==> config.mk <==
export PLATFORM = sky130hd
export DESIGN_NAME = riscv_mc_control_flat
export DESIGN_NICKNAME = d
export VERILOG_FILES = /design/src/rtl/riscv_ctrl_pkg.sv /design/src/rtl/riscv_mc_control_if.sv /design/src/rtl/alu_op_decode.sv /design/src/rtl/riscv_mc_control.sv /design/src/flat_wrapper.sv
export SDC_FILE = /design/constraint.sdc
export NUM_CORES = 1
export LEC_CHECK = 0
export BUFFER_PORTS_ARGS = -buffer_cell sky130_fd_sc_hd__buf_2
export CAP_MARGIN = 10
export CELL_PAD_IN_SITES_DETAIL_PLACEMENT = 1
export CELL_PAD_IN_SITES_GLOBAL_PLACEMENT = 1
export CORE_MARGIN = 4
export CORE_UTILIZATION = 37
export DETAILED_ROUTE_END_ITERATION = 12
export GPL_ROUTABILITY_DRIVEN = 0
export GPL_TIMING_DRIVEN = 0
export PLACE_DENSITY_LB_ADDON = 0.1
export REMOVE_ABC_BUFFERS = 1
export SKIP_LAST_GASP = 1
export SLEW_MARGIN = 20
export SYNTH_ARGS = -nofsm -noshare
export SYNTH_HDL_FRONTEND = slang
export SYNTH_SLANG_ARGS = --single-unit
==> constraint.sdc <==
create_clock -name clk -period 5.6 [get_ports clk]
set_input_delay 1.12 -clock clk [delete_from_list [all_inputs] [get_ports clk]]
set_output_delay 1.12 -clock clk [all_outputs]
set_load 0.01 [all_outputs]
==> src/rtl/riscv_ctrl_pkg.sv <==
// Shared types and encodings for the RV32I control path.
// State, opcode, ALU operation and datapath mux-select codes.
package riscv_ctrl_pkg;

  typedef enum logic [3:0] {
    S_FETCH    = 4'd0,
    S_DECODE   = 4'd1,
    S_MEMADR   = 4'd2,
    S_MEMREAD  = 4'd3,
    S_MEMWB    = 4'd4,
    S_MEMWRITE = 4'd5,
    S_EXECR    = 4'd6,
    S_EXECI    = 4'd7,
    S_ALUWB    = 4'd8,
    S_BRANCH   = 4'd9,
    S_JAL      = 4'd10,
    S_ILLEGAL  = 4'd11
  } state_t;

  localparam logic [6:0] OP_R   = 7'b0110011;
  localparam logic [6:0] OP_I   = 7'b0010011;
  localparam logic [6:0] OP_LW  = 7'b0000011;
  localparam logic [6:0] OP_SW  = 7'b0100011;
  localparam logic [6:0] OP_BR  = 7'b1100011;
  localparam logic [6:0] OP_JAL = 7'b1101111;

  localparam logic [3:0] ALU_ADD = 4'd0;
  localparam logic [3:0] ALU_SUB = 4'd1;
  localparam logic [3:0] ALU_AND = 4'd2;
  localparam logic [3:0] ALU_OR  = 4'd3;
  localparam logic [3:0] ALU_XOR = 4'd4;

  localparam logic [2:0] IMM_I = 3'd0;
  localparam logic [2:0] IMM_S = 3'd1;
  localparam logic [2:0] IMM_B = 3'd2;
  localparam logic [2:0] IMM_J = 3'd3;

  localparam logic [1:0] RES_ALUOUT = 2'd0;
  localparam logic [1:0] RES_MEM    = 2'd1;
  localparam logic [1:0] RES_ALU    = 2'd2;

  localparam logic [1:0] SRCA_PC    = 2'd0;
  localparam logic [1:0] SRCA_OLDPC = 2'd1;
  localparam logic [1:0] SRCA_RS1   = 2'd2;

  localparam logic [1:0] SRCB_RS2 = 2'd0;
  localparam logic [1:0] SRCB_IMM = 2'd1;
  localparam logic [1:0] SRCB_4   = 2'd2;

endpackage

==> src/rtl/riscv_mc_control_if.sv <==
// Control <-> datapath/memory bundle for the multicycle core.
// master = control FSM, slave = datapath and memory side.
interface riscv_mc_control_if #(
  parameter int CNT_W = 32
);
  logic [31:0]      instr;
  logic             zero;
  logic             mem_ready;
  logic             mem_req;
  logic             MemWrite;
  logic             AdrSrc;
  logic             IRWrite;
  logic             PCWrite;
  logic             RegWrite;
  logic [1:0]       ResultSrc;
  logic [1:0]       ALUSrcA;
  logic [1:0]       ALUSrcB;
  logic [2:0]       ImmSrc;
  logic [3:0]       ALU_operation;
  logic             illegal;
  logic             retire;
  logic [CNT_W-1:0] retired_cnt;

  modport master (
    input  instr, zero, mem_ready,
    output mem_req, MemWrite, AdrSrc,
    output IRWrite, PCWrite, RegWrite,
    output ResultSrc, ALUSrcA, ALUSrcB,
    output ImmSrc, ALU_operation,
    output illegal, retire, retired_cnt
  );

  modport slave (
    output instr, zero, mem_ready,
    input  mem_req, MemWrite, AdrSrc,
    input  IRWrite, PCWrite, RegWrite,
    input  ResultSrc, ALUSrcA, ALUSrcB,
    input  ImmSrc, ALU_operation,
    input  illegal, retire, retired_cnt
  );
endinterface

==> src/rtl/alu_op_decode.sv <==
// ALU operation and legality decode from state and instruction fields.
// Shared with the single-cycle control variant.
module alu_op_decode
  import riscv_ctrl_pkg::*;
(
  input  state_t     i_state,
  input  logic [6:0] i_opcode,
  input  logic [2:0] i_funct3,
  input  logic [6:0] i_funct7,
  output logic [3:0] o_alu_op,
  output logic       o_illegal
);

  logic       w_is_r;
  logic       w_f7_ok;
  logic [3:0] w_arith_op;
  logic       w_arith_bad;

  assign w_is_r  = (i_opcode == OP_R);
  // only SUB may set funct7[5]; every other funct7 bit must be clear
  assign w_f7_ok = (i_funct7 == 7'b0000000) ||
                   ((i_funct7 == 7'b0100000) &&
                    (i_funct3 == 3'b000));

  always_comb begin
    w_arith_op  = ALU_ADD;
    w_arith_bad = 1'b0;
    unique case (i_funct3)
      3'b000: w_arith_op = (w_is_r && i_funct7[5]) ?
                           ALU_SUB : ALU_ADD;
      3'b111: w_arith_op = ALU_AND;
      3'b110: w_arith_op = ALU_OR;
      3'b100: w_arith_op = ALU_XOR;
      default: w_arith_bad = 1'b1;
    endcase
  end

  always_comb begin
    o_illegal = 1'b1;
    unique case (1'b1)
      i_opcode == OP_R:
        o_illegal = w_arith_bad || !w_f7_ok;
      i_opcode == OP_I:
        o_illegal = w_arith_bad;
      (i_opcode == OP_LW) || (i_opcode == OP_SW):
        o_illegal = (i_funct3 != 3'b010);
      i_opcode == OP_BR:
        o_illegal = (i_funct3[2:1] != 2'b00);
      i_opcode == OP_JAL:
        o_illegal = 1'b0;
      default:
        o_illegal = 1'b1;
    endcase
  end

  always_comb begin
    o_alu_op = ALU_ADD;
    unique case (i_state)
      S_EXECR, S_EXECI: o_alu_op = w_arith_op;
      S_BRANCH:         o_alu_op = ALU_SUB;
      default:          o_alu_op = ALU_ADD;
    endcase
  end

endmodule

==> src/rtl/riscv_mc_control.sv <==
// Multicycle RV32I control FSM: fetch/decode/execute/mem/writeback
// sequencing, memory handshake hold and retired-instruction counter.
module riscv_mc_control
  import riscv_ctrl_pkg::*;
#(
  parameter int CNT_W                 = 32,
  parameter bit RESET_TO_ILLEGAL_LOCK = 1'b1
) (
  input logic                clk,
  input logic                rst_n,
  riscv_mc_control_if.master bus
);

  state_t           r_state;
  state_t           w_next;
  logic [CNT_W-1:0] r_cnt;
  logic [6:0]       w_opcode;
  logic [2:0]       w_funct3;
  logic [6:0]       w_funct7;
  logic [3:0]       w_alu_op;
  logic             w_bad;
  logic             w_retire;
  logic             w_unused;

  assign w_opcode = bus.instr[6:0];
  assign w_funct3 = bus.instr[14:12];
  assign w_funct7 = bus.instr[31:25];
  assign w_unused = ^{bus.instr[24:15], bus.instr[11:7]};

  alu_op_decode u_dec (
    .i_state  (r_state),
    .i_opcode (w_opcode),
    .i_funct3 (w_funct3),
    .i_funct7 (w_funct7),
    .o_alu_op (w_alu_op),
    .o_illegal(w_bad)
  );

  always_ff @(posedge clk) begin
    if (!rst_n) r_state <= S_FETCH;
    else        r_state <= w_next;
  end

  always_comb begin
    w_next = S_FETCH;
    unique case (r_state)
      S_FETCH:
        w_next = bus.mem_ready ? S_DECODE : S_FETCH;
      S_DECODE: begin
        if (w_bad) w_next = S_ILLEGAL;
        else begin
          unique case (w_opcode)
            OP_LW, OP_SW: w_next = S_MEMADR;
            OP_R:         w_next = S_EXECR;
            OP_I:         w_next = S_EXECI;
            OP_BR:        w_next = S_BRANCH;
            default:      w_next = S_JAL;
          endcase
        end
      end
      S_MEMADR:
        w_next = (w_opcode == OP_LW) ? S_MEMREAD : S_MEMWRITE;
      S_MEMREAD:
        w_next = bus.mem_ready ? S_MEMWB : S_MEMREAD;
      S_MEMWRITE:
        w_next = bus.mem_ready ? S_FETCH : S_MEMWRITE;
      S_EXECR, S_EXECI, S_JAL:
        w_next = S_ALUWB;
      S_ILLEGAL:
        w_next = RESET_TO_ILLEGAL_LOCK ? S_ILLEGAL : S_FETCH;
      default:
        w_next = S_FETCH;
    endcase
  end

  // everything is held at zero while reset is asserted
  always_comb begin
    bus.mem_req       = 1'b0;
    bus.MemWrite      = 1'b0;
    bus.AdrSrc        = 1'b0;
    bus.IRWrite       = 1'b0;
    bus.PCWrite       = 1'b0;
    bus.RegWrite      = 1'b0;
    bus.ResultSrc     = RES_ALUOUT;
    bus.ALUSrcA       = SRCA_PC;
    bus.ALUSrcB       = SRCB_RS2;
    bus.ImmSrc        = IMM_I;
    bus.ALU_operation = ALU_ADD;
    bus.illegal       = 1'b0;
    w_retire          = 1'b0;
    if (rst_n) begin
      bus.ALU_operation = w_alu_op;
      unique case (r_state)
        S_FETCH: begin
          bus.mem_req   = 1'b1;
          bus.IRWrite   = bus.mem_ready;
          bus.PCWrite   = bus.mem_ready;
          bus.ALUSrcB   = SRCB_4;
          bus.ResultSrc = RES_ALU;
        end
        S_DECODE: begin
          bus.ALUSrcA = SRCA_OLDPC;
          bus.ALUSrcB = SRCB_IMM;
          bus.ImmSrc  = IMM_B;
        end
        S_MEMADR: begin
          bus.ALUSrcA = SRCA_RS1;
          bus.ALUSrcB = SRCB_IMM;
          bus.ImmSrc  = (w_opcode == OP_SW) ? IMM_S : IMM_I;
        end
        S_MEMREAD: begin
          bus.mem_req = 1'b1;
          bus.AdrSrc  = 1'b1;
        end
        S_MEMWB: begin
          bus.RegWrite  = 1'b1;
          bus.ResultSrc = RES_MEM;
          w_retire      = 1'b1;
        end
        S_MEMWRITE: begin
          bus.mem_req  = 1'b1;
          bus.MemWrite = 1'b1;
          bus.AdrSrc   = 1'b1;
          w_retire     = bus.mem_ready;
        end
        S_EXECR: begin
          bus.ALUSrcA = SRCA_RS1;
          bus.ALUSrcB = SRCB_RS2;
        end
        S_EXECI: begin
          bus.ALUSrcA = SRCA_RS1;
          bus.ALUSrcB = SRCB_IMM;
        end
        S_ALUWB: begin
          bus.RegWrite = 1'b1;
          w_retire     = 1'b1;
        end
        S_BRANCH: begin
          bus.ALUSrcA = SRCA_RS1;
          bus.PCWrite = bus.zero ^ w_funct3[0];
          w_retire    = 1'b1;
        end
        S_JAL: begin
          bus.ALUSrcA = SRCA_OLDPC;
          bus.ALUSrcB = SRCB_4;
          bus.ImmSrc  = IMM_J;
          bus.PCWrite = 1'b1;
        end
        S_ILLEGAL:
          bus.illegal = 1'b1;
        default: ;
      endcase
    end
  end

  assign bus.retire = w_retire;

  always_ff @(posedge clk) begin
    if (!rst_n)        r_cnt <= '0;
    else if (w_retire) r_cnt <= r_cnt + CNT_W'(1);
  end

  assign bus.retired_cnt = r_cnt;

endmodule

==> src/flat_wrapper.sv <==
// flat-port wrapper written by rule: the top's interface ports become plain ports
module riscv_mc_control_flat import riscv_ctrl_pkg::*;
#(
  parameter int CNT_W                 = 32,
  parameter bit RESET_TO_ILLEGAL_LOCK = 1'b1
)
  (clk, rst_n, bus_instr, bus_zero, bus_mem_ready, bus_mem_req, bus_MemWrite, bus_AdrSrc, bus_IRWrite, bus_PCWrite, bus_RegWrite, bus_ResultSrc, bus_ALUSrcA, bus_ALUSrcB, bus_ImmSrc, bus_ALU_operation, bus_illegal, bus_retire, bus_retired_cnt);
  riscv_mc_control_if #(.CNT_W(CNT_W)) bus_i ();
  input logic clk;
  input logic rst_n;
  input wire logic [$bits(bus_i.instr)-1:0] bus_instr;
  input wire logic [$bits(bus_i.zero)-1:0] bus_zero;
  input wire logic [$bits(bus_i.mem_ready)-1:0] bus_mem_ready;
  output wire logic [$bits(bus_i.mem_req)-1:0] bus_mem_req;
  output wire logic [$bits(bus_i.MemWrite)-1:0] bus_MemWrite;
  output wire logic [$bits(bus_i.AdrSrc)-1:0] bus_AdrSrc;
  output wire logic [$bits(bus_i.IRWrite)-1:0] bus_IRWrite;
  output wire logic [$bits(bus_i.PCWrite)-1:0] bus_PCWrite;
  output wire logic [$bits(bus_i.RegWrite)-1:0] bus_RegWrite;
  output wire logic [$bits(bus_i.ResultSrc)-1:0] bus_ResultSrc;
  output wire logic [$bits(bus_i.ALUSrcA)-1:0] bus_ALUSrcA;
  output wire logic [$bits(bus_i.ALUSrcB)-1:0] bus_ALUSrcB;
  output wire logic [$bits(bus_i.ImmSrc)-1:0] bus_ImmSrc;
  output wire logic [$bits(bus_i.ALU_operation)-1:0] bus_ALU_operation;
  output wire logic [$bits(bus_i.illegal)-1:0] bus_illegal;
  output wire logic [$bits(bus_i.retire)-1:0] bus_retire;
  output wire logic [$bits(bus_i.retired_cnt)-1:0] bus_retired_cnt;
  assign bus_i.instr = bus_instr;
  assign bus_i.zero = bus_zero;
  assign bus_i.mem_ready = bus_mem_ready;
  assign bus_mem_req = bus_i.mem_req;
  assign bus_MemWrite = bus_i.MemWrite;
  assign bus_AdrSrc = bus_i.AdrSrc;
  assign bus_IRWrite = bus_i.IRWrite;
  assign bus_PCWrite = bus_i.PCWrite;
  assign bus_RegWrite = bus_i.RegWrite;
  assign bus_ResultSrc = bus_i.ResultSrc;
  assign bus_ALUSrcA = bus_i.ALUSrcA;
  assign bus_ALUSrcB = bus_i.ALUSrcB;
  assign bus_ImmSrc = bus_i.ImmSrc;
  assign bus_ALU_operation = bus_i.ALU_operation;
  assign bus_illegal = bus_i.illegal;
  assign bus_retire = bus_i.retire;
  assign bus_retired_cnt = bus_i.retired_cnt;
  riscv_mc_control #(.CNT_W(CNT_W), .RESET_TO_ILLEGAL_LOCK(RESET_TO_ILLEGAL_LOCK)) u_core (.clk(clk), .rst_n(rst_n), .bus(bus_i));
endmodule
; After elaboration in Yosys (flattened, before gate mapping)
; Cells that the tools add are included.
[word_totals]
wordCells = 86
out_inout_bits = 53
inputBits = 36
ff_bits = 36
[classes]
eq_ne = 22
bitwise_logic = 1
reduce_logical = 22
muxes = 38
n_addsub = 1
[op_table]
columns = operator, n
row1 = adder 32 x 1 -> 32 bit (second input constant), 1
row2 = case mux 4 bit (7 select lines), 1
row3 = == test 7 x 6 -> 1 bit (second input constant), 3
row4 = 2-to-1 mux 1 bit, 18
row5 = == test 4 x 3 -> 1 bit (second input constant), 4
row6 = == test 4 bit (second input constant), 4
row7 = case mux 4 bit (4 select lines), 1
row8 = == test 7 bit (second input constant), 2
row9 = 2-to-1 mux 3 bit, 4
row10 = case mux 2 bit (2 select lines), 3
row11 = case mux 3 bit (4 select lines), 1
row12 = OR reduction 2 bit, 6
row13 = OR reduction 3 bit, 4
row14 = == test 3 bit (second input constant), 3
row15 = case mux 3 bit (3 select lines), 1
row16 = == test 4 x 2 -> 1 bit (second input constant), 2
row17 = 2-to-1 mux 4 bit, 2
row18 = case mux 4 bit (2 select lines), 1
row19 = OR reduction 4 bit, 2
row20 = == test 7 x 2 -> 1 bit (second input constant), 1
row21 = == test 7 x 5 -> 1 bit (second input constant), 1
row22 = logical NOT 7 bit, 1
row23 = 2-to-1 mux 2 bit, 3
row24 = case mux 1 bit (5 select lines), 1
row25 = other kinds (11), 14

; Depth between registers and ports, before layout
[depth]
word_depth = 8
depth_mapped = 9
depth_no_buf = 5

; Modules after synthesis
; A second synthesis with hierarchy kept.
[unflattened]
cells_unflattened = 305
hier_area_um2 = 2344.7
[modules_own_cells]
columns = module, seq_area_each_um2, area_each_um2, instances, cells_each
row1 = riscv_mc_control, 720.7, 2117.0, 1, 269
row2 = alu_op_decode, 0.0, 227.7, 1, 36

; Worst setup path after synthesis
; OpenSTA, ideal clock, no wires.
[synth_path]
path_kind = input to output
start = input port rst_n
end = output port bus_IRWrite
n_path_buf = 1
cell_stages = 4
t_required_ps = 4480
path_slack_ps = 2252
arrival_time_ps = 2228
path_cell_list = clkbuf_1 > nand2b_1 > nor4_1 > and2_1
[synth_via]
elab_chain_len = 1
[synth_lines]
columns = item, line
row1 = "start, declared", flat_wrapper.sv:10  ; input logic rst_n;
row2 = 2-to-1 mux 1 bit, riscv_mc_control.sv:91  ; if (rst_n) begin
row3 = "end, declared", flat_wrapper.sv:17  ; output wire logic [$bits(bus_i.IRWrite)-1:0] bus_IRWrite;
; Every way passes these cells.

; Worst setup path after layout
[layout_path]
start = input port bus_instr[13]
end = output port bus_ALU_operation[0]
[layout_via]
elab_chain_len = 4
elab_cells_between_ends = 7
cone_classes = eq/ne: 3 / mux: 3 / reduce/logical: 1
[layout_lines]
columns = item, line
row1 = "start, declared", flat_wrapper.sv:11  ; input wire logic [$bits(bus_i.instr)-1:0] bus_instr;
row2 = == test 3 bit or logical NOT 3 bit (tied branches), alu_op_decode.sv:28  ; unique case (i_funct3)
row3 = case mux 3 bit (4 select lines) (*), alu_op_decode.sv:28
row4 = case mux 4 bit (2 select lines) (*), alu_op_decode.sv:58  ; unique case (i_state)
row5 = 2-to-1 mux 4 bit (*), riscv_mc_control.sv:91
row6 = "end, declared", flat_wrapper.sv:24  ; output wire logic [$bits(bus_i.ALU_operation)-1:0] bus_ALU_operation;
; Every way passes the cells marked *; elsewhere a longest branch is shown, timed or not.

==> run metrics <==
fill cell count ~800; Cell Int Power roughly 0.00047 W; status finished clean; Fin Hold WS 512 ps; worst path required time around 4500 ps; crit path launch bus_instr[13]; max-cap violations 0; sequential element share of the synthesized area 32.1%; Hold Path Class flop to flop; area leader, netlist dfxtp_1; Leak between 1 and 1.5 nW; Post-Route WL 6590 um; Peak VDD IR approximately 0.00018 V; flops & latches, synth 36; Clock Tree Buf Depth 2; Post-CTS Setup Bufs 0; CTS tree built; asr flop ratio synth 0%; Root Buffer clkbuf_8; skew final 5.80 ps; share of cells above drive strength 1 23.9%; Synth Area in Simple Gates 37.5%; DR iter-0 viols 43; Setup TNS 0 ps; worst r2r src u_core.r_state[2]; Worst setup SP type primary input; endpoints failing hold 0; Synth Area in Compound Gates between 10% and 20%; Core Box Area 5920 um2; area of the multi-input gates 1410 um2; leading cell types in the layout, fill and taps excluded buf_2 (71), nor2_1 (38), dfxtp_1 (36); Net Sw Frac 38.5%; DRC viols 0; # clock sinks 36; Chip Height 85.9 um; RSZ-0062 raised after global routing false; Synth-to-Final Area Change 20.0%; dpl hpwl 4830 um; Synth Area in XOR/XNOR approximately 9.0%; pre-CTS setup slack approximately 1600 ps; Avg Cell Area, Syn 7.69 um2; Skew-Pair Late Insertion Delay ~290 ps; CTS resizes 0; Detail Route Antenna Nets 0; minimum clock period 3560 ps; DRT Pass-1 Iters 4; Reg area 721 um2; Clock transition at path regs approximately 80 ps; first-pass GRT wire length 11300 um; Port Buffer Count 71; largest family of logic cells by synthesized area simple AND/OR/NAND/NOR gates; gr usage total 18.6%; post-synthesis mux area share 1.84%; Post-CTS Hold Fix Bufs 0; Main synth FF type dfxtp_1; synthesized instance count 292; Site Rows 28; maximum clock frequency between 200 and 300 MHz; NetSw 0.000295 W; Slew @ Worst Pin 764 ps; Worst Path Max Fanout 6; WP data arrival approximately 2400 ps; antenna cells 0; Power Density between 200 and 300 nW/um2; Synth Warn # 0; adder-cell area share of the yosys netlist less than 1%; Post-synth EDFFs 0; Reg power frac approximately two fifths; final setup vio count 0; vias per cell 5.52; most common cell after layout, fill and taps aside buf_2; largest net degree at the start of global routing 36; top area cells in the synthesized netlist dfxtp_1 (32%), xnor2_1 (6.6%), nor2_1 (6.4%); combinational share of power 33.0%; Slew headroom 48.6%; Overall Power 0.000766 W; Critical Path End Type primary output; Cell Area, Synth approximately 2200 um2; total number of vias 2379; Congestion Overflow GR 0; nets@finish 392; htree depth 2; final slew viol count 0; worst hold start u_core.bus.retired_cnt[26]; post-synth top area share 32.1%; slack of the critical path 2040 ps; number of global-route vias before repair 2382; total die area between 7000 and 8000 um2; Starting Density about 38%; synth unique cells 48; clock group share of total power 25.8%; CTS Buf Count 5; fraction of the cycle the final worst path needs 63.6%; die extent in x approximately 86 um; DR WL/cell 15.3 um; Setup CP Type primary input to primary output; io pins 89; initial antenna violation count 0
power groups by stage:
stage	Combinational (W)	Clock, W	Sequential [W]
detailed placement	0.000252	0	0.000321
finish	0.000252	0.000197	0.000316
CTS	0.000255	0.000207	0.000316
global route	0.000285	0.000214	0.000322
floorplan	0.000170	0	0.000308
global placement	0.000249	0	0.000321
routing by layer:
layer  vias to the layer above  wire length [um]  track usage [%]
li1                       1187                 -                -
met2                        45              3080             29.8
met1                      1143              3180             25.2
met5                         -                 0                0
met3                         4               282             4.13
met4                         0                51             4.89
cell usage after synthesis (all sizes together), types with 2 or more instances:
master,count
nor4b,3
a211oi,5
or4,2
o21ai,14
nand4,12
xnor2,17
nor4,13
inv,5
and3,6
a21oi,18
nand4bb,2
dfxtp,36
and4,3
xor2,6
buf,6
nor2,38
or3,11
nand3,11
and2,2
nand2b,8
a21boi,2
mux2i,3
nor2b,4
nor3,16
clkbuf,10
nand2,18
or4b,2
through the flow:
stage          instances  util (%)  instance area [um2]
3_3_place_gp         423      43.9                 2600
2_1_floorplan        277         -                 2150
6_report             431      45.5                 2690
4_1_cts              431      45.5                 2690
5_1_grt              431      45.5                 2690
3_5_place_dp         423      43.9                 2600
worst max-delay path: stages:
cell    delay (ps)
buf_2          140
or4b_2         690
nor4_1         220
o31a_1         150
buf_2          130
logic make-up after synthesis:
kind of cell             after synthesis
buffers and inverters                 22
flip-flops                            36
adder cells (fa/ha/maj)                1
AO/OA/AOI/OAI                         50
multiplexers                           4
AND/OR/NAND/NOR                      155
other                                  1
XOR/XNOR                              23
sequential cells by signal, summed over array words and instances (netlist names):
register and flops:
u_core.r_state 4, u_core.bus.retired_cnt 32
cell type report:
type                    count  area share (%)
multi-input cells         235            52.3
flip-flops and latches     36            26.8
repair buffers             71            13.2
well taps                  75            3.48
clock buffers               7            3.20
inverters                   6           0.836
clock inverters             1           0.279
final timing paths:
| check | slack (ps) | endpoint | depth (start not counted) |
|---|---|---|---|
| max | 2040 | bus_ALU_operation[0] | 5 |
| min | 510 | u_core.bus.retired_cnt[26] | 2 |
| max reg2reg | 2880 | u_core.bus.retired_cnt[24] | 5 |
| min reg2reg | 510 | u_core.bus.retired_cnt[26] | 2 |
No activity file was read; power rests on OpenSTA's default activity.
